--- config.mk ---
export PLATFORM = sky130hd
export DESIGN_NAME = scs8hd_a2111oi_pipe
export DESIGN_NICKNAME = d
export VERILOG_FILES = /design/src/rtl/scs8hd_a2111oi_pipe.sv
export SDC_FILE = /design/constraint.sdc
export NUM_CORES = 1
export LEC_CHECK = 0
export BUFFER_PORTS_ARGS = -buffer_cell sky130_fd_sc_hd__buf_2
export CAP_MARGIN = 10
export CORE_AREA = 2 2 39 41
export CTS_CLUSTER_DIAMETER = 40
export DETAILED_ROUTE_END_ITERATION = 7
export DIE_AREA = 0 0 41 43
export PLACE_DENSITY = 0.75
export SYNTH_ARGS = -nofsm -noshare
export SYNTH_HDL_FRONTEND = slang
export SYNTH_SLANG_ARGS = --single-unit
--- constraint.sdc ---
create_clock -name CLK -period 1.5 [get_ports CLK]
set_clock_uncertainty 0.05 [all_clocks]
set_input_delay 0.225 -clock CLK [delete_from_list [all_inputs] [get_ports CLK]]
set_output_delay 0.225 -clock CLK [all_outputs]
set_load 0.05 [all_outputs]
--- src/rtl/scs8hd_a2111oi_pipe.sv ---
// Lane-parallel AND-OR(-INVERT) decode feeding a STAGES-deep elastic pipeline.
// Optional power-good checking is built when SCS8HD_PG_CHECK_EN is defined.
module scs8hd_a2111oi_pipe #(
  parameter  int WIDTH  = 4,
  parameter  int N_A    = 2,
  parameter  int STAGES = 2,
  parameter  int MODE   = 0,
  localparam int OW     = $clog2(STAGES + 1)
) (
  input  logic                 CLK,
  input  logic                 RESET,
  input  logic                 IN_VALID,
  output logic                 IN_READY,
  input  logic [WIDTH*N_A-1:0] A,
  input  logic [WIDTH-1:0]     B1,
  input  logic [WIDTH-1:0]     C1,
  input  logic [WIDTH-1:0]     D1,
  output logic                 OUT_VALID,
  input  logic                 OUT_READY,
  output logic [WIDTH-1:0]     Y,
  output logic [OW-1:0]        OCC
`ifdef SCS8HD_PG_CHECK_EN
  ,
  input  logic                 vpwr,
  input  logic                 vgnd
`endif
);

  if (WIDTH < 1) begin : g_bad_width
    $error("WIDTH must be >= 1");
  end
  if (N_A < 1) begin : g_bad_na
    $error("N_A must be >= 1");
  end
  if (STAGES < 1) begin : g_bad_stages
    $error("STAGES must be >= 1");
  end
  if (MODE != 0 && MODE != 1) begin : g_bad_mode
    $error("MODE must be 0 or 1");
  end

  logic [WIDTH-1:0]  f;
  logic [WIDTH-1:0]  d_in;
  logic [WIDTH-1:0]  d_ld;
  logic [STAGES-1:0] valid_q;
  logic [STAGES-1:0] rdy;
  logic [WIDTH-1:0]  data_q [STAGES];
  logic              ld_x;

  for (genvar i = 0; i < WIDTH; i++) begin : g_lane
    assign f[i] = (&A[i*N_A +: N_A]) | B1[i] | C1[i] | D1[i];
  end

  assign d_in = (MODE == 0) ? ~f : f;

  // rdy_k = !valid_k | rdy_(k+1), unrolled so no comb chain through rdy
  for (genvar k = 0; k < STAGES; k++) begin : g_rdy
    assign rdy[k] = OUT_READY | ~(&valid_q[STAGES-1:k]);
  end

  assign IN_READY = rdy[0];
  assign OCC      = OW'($countones(valid_q));

  always_ff @(posedge CLK) begin
    if (RESET) begin
      valid_q <= '0;
      for (int k = 0; k < STAGES; k++) begin
        data_q[k] <= '0;
      end
    end else begin
      if (rdy[0]) begin
        valid_q[0] <= IN_VALID;
      end
      if (rdy[0] && IN_VALID) begin
        data_q[0] <= d_ld;
      end
      for (int k = 1; k < STAGES; k++) begin
        if (rdy[k]) begin
          valid_q[k] <= valid_q[k-1];
        end
        if (rdy[k] && valid_q[k-1]) begin
          data_q[k] <= ld_x ? {WIDTH{1'bx}} : data_q[k-1];
        end
      end
    end
  end

`ifdef SCS8HD_PG_CHECK_EN
  logic pg_bad;
  logic pg_fault;

  assign pg_bad = (vpwr !== 1'b1) || (vgnd !== 1'b0);

  // fault is sticky until a reset is taken with good power
  always_ff @(posedge CLK) begin
    if (RESET) begin
      pg_fault <= pg_bad;
    end else if (pg_bad) begin
      pg_fault <= 1'b1;
    end
  end

  assign ld_x      = pg_bad;
  assign d_ld      = pg_bad ? {WIDTH{1'bx}} : d_in;
  assign Y         = (pg_bad || pg_fault) ? {WIDTH{1'bx}}
                                          : data_q[STAGES-1];
  assign OUT_VALID = (pg_bad || pg_fault) ? 1'bx
                                          : valid_q[STAGES-1];
`else
  assign ld_x      = 1'b0;
  assign d_ld      = d_in;
  assign Y         = data_q[STAGES-1];
  assign OUT_VALID = valid_q[STAGES-1];
`endif

endmodule

==> flow_summary.ini <==
[run_status]
outcome = complete, no violations

[timing]
finalSetupViolCount = 0
hold_viol_final = 0
fin_crit_sh_pct = 93.7
worstMarginPinSlew_ps = 260
rsz0062_at_grt = no
fin_crit_ps = 1410
max_freq_mhz = 712
slew-limit-headroom_pct = 82.6
slew_viol_final = 0

[power]
p_int_mw = 0.467
p_leak_nw = 0.307
pwr-share-comb_pct = 20.1
switching_share_pct = 26.9
clkPwrFrac_pct = 29.1
pwr-share-seq_pct = 50.8
powerDensity_nw_per_um2 = 934
p_sw_mw = 0.171
power_mw = 0.638
ir_drop_v = 0.000393

[die]
rows = 14
die_h_um = 43
start_util_pct = 36.1
die_width_um = 41
io_pins = 32
design.die.area_um2 = 1760
coreArea_um2 = 1380

[placement]
hpwl_um = 747
placed_area_um2 = 656
gp_congestion = 0.725
port_buffers = 31

[synthesis]
ys_seq_elements = 10
syn-mean-instance-area_um2 = 13.1
ys_types = 17
synth_nets = 63
ys.warnings.count = 0
seq_area_frac_synth_pct = 56.1
syn_area_um2 = 499
synthCells = 38

[cells_and_area]
drive_gt1_share_pct = 58.8
nFillCells = 124
design_area_um2 = 683
layout.nets = 94
syn2layout_area_growth_pct = 36.8
antenna_cells = 0
regArea_um2 = 285
multi_input_area_um2 = 193

[route]
via_count = 399
postRouteAntennaNets = 0
drtIter0Drc = 0
via_per_inst = 4.75
wl_per_cell_um = 10.4
routed_wl_um = 875
drcViolationCount = 0
firstDrtPassIters = 1

[global_route]
grt_pass1_wl_um = 1420
grt.overflow.total = 0
grt_usage_pct = 12.7
grt_max_degree = 13
grt_pass1_vias = 373
antenna_found_initial = 0

[worst_setup_path]
reg2reg_from = valid_q[0]
end_kind = primary output
critPathLaunchType = flop
cp.required_ps = 1220
path_cells = ha_4 > nand2b_4 > buf_2
crit_slowest_cell = dfxtp_2
r2r-end = data_q[0][6]
critPathTopFamily = flip-flops
cp.arrival_ps = 1130
r2r_slack_ps = 210
cpPeakStageDelay_ps = 360
path_max_fanout = 4
critPathKind = reg -> out
reg2reg_depth = 4
path_buf_inv = 1
crit_cells = 3

[min_path]
hold_depth = 2
min_path_type = in -> reg
hold_path_end = data_q[0][3]
hold_path_startpoint = D1[3]

[job]
maxCapViolations = 0

[clocking]
cts_buffers = 3
h-tree-depth = 1
cts.clk_slew.worst_paths_ps = 60
cts_hold_buf = 0
root_buffer = clkbuf_4
clk_latency_ps = 260
cts.sinks = 10
cts_buffer_depth = 2
tritoncts = yes
==> final cells by class <==
| class | count | area share (%) |
|---|---|---|
| Inverter | 1 | 0.549 |
| Multi-Input combinational cell | 22 | 28.2 |
| Clock buffer | 4 | 3.85 |
| Tap cell | 16 | 2.93 |
| Timing Repair Buffer | 31 | 22.7 |
| Sequential cell | 10 | 41.8 |
==> cell families after synthesis <==
group           share of synthesized area (%)
compound gates                           14.8
simple gates                             18.8
buf+inv                                  7.77
fa+ha+maj                                2.51
flops                                    56.1
==> cell usage after synthesis <==
| cell type | instances | area, um^2 |
|---|---|---|
| nand2_1 | 1 | 3.75 |
| a211o_1 | 4 | 35.0 |
| a21oi_1 | 2 | 10.0 |
| nand2b_4 | 1 | 13.8 |
| nand2b_2 | 1 | 8.76 |
| a21o_1 | 1 | 7.51 |
| nand2b_1 | 1 | 6.26 |
| buf_4 | 4 | 30.0 |
| buf_2 | 1 | 5.00 |
| or2_1 | 1 | 6.26 |
| dfxtp_1 | 2 | 40.0 |
| nor4_1 | 4 | 25.0 |
| inv_1 | 1 | 3.75 |
| nor3b_1 | 4 | 30.0 |
| a22oi_4 | 1 | 21.3 |
| ha_1 | 1 | 12.5 |
| edfxtp_1 | 8 | 240 |
==> flip-flops by register name, summed over array words and instances, names as in the netlist <==
signal and cells:
data_q 8, valid_q 2
==> per-layer routing <==
metal	track usage, %	vias up	wire, um
met5	0	-	0
met4	12.0	0	0
met3	3.14	0	91
met2	19.7	24	467
met1	12.7	172	316
li1	-	203	-
==> cell usage in the layout, fill, tap and decap left out, types with 2 or more instances in the layout <==
cell type	Yosys	final
buf_2	1	31
edfxtp_1	8	8
a211o_1	4	4
nor4_1	4	4
nor3b_1	4	4
clkbuf_4	0	3
a21oi_1	2	2
==> through the flow <==
stage / setup slack (ps) / TNS [ps] / cells / hold slack [ps] / util, %
4_1_cts: 25.8 / 0 / 84 / 181 / 49.3
3_5_place_dp: 109 / 0 / 80 / 461 / 47.4
5_1_grt: 51.4 / 0 / 84 / 181 / 49.4
2_1_floorplan: -37.5 / -292 / 38 / 334 / -
6_report: 94.6 / 0 / 84 / 192 / 49.4
3_3_place_gp: 175 / 0 / 80 / 460 / 47.4
==> worst max-delay path by stage <==
stage | startpoint | endpoint
2_1_floorplan | valid_q[1] | data_q[0][0]
3_3_place_gp | valid_q[0] | data_q[0][2]
3_5_place_dp | valid_q[0] | data_q[0][6]
4_1_cts | valid_q[0] | IN_READY
5_1_grt | valid_q[0] | IN_READY
6_report | valid_q[0] | IN_READY
==> power by group through the flow <==
| stage | logic [mW] | clock network, mW | registers [mW] |
|---|---|---|---|
| CTS | 0.130 | 0.193 | 0.324 |
| floorplan | 0.0942 | 0 | 0.334 |
| global placement | 0.127 | 0 | 0.329 |
| global route | 0.138 | 0.208 | 0.326 |
| finish | 0.128 | 0.186 | 0.324 |
| detailed placement | 0.130 | 0 | 0.331 |
==> what timing repair did <==
item,CTS,global route
buffers inserted,0,0
gates resized for setup,0,1
endpoints found under the hold margin,0,0
setup endpoints to repair,0,1
(Power assumes the default switching activity.)
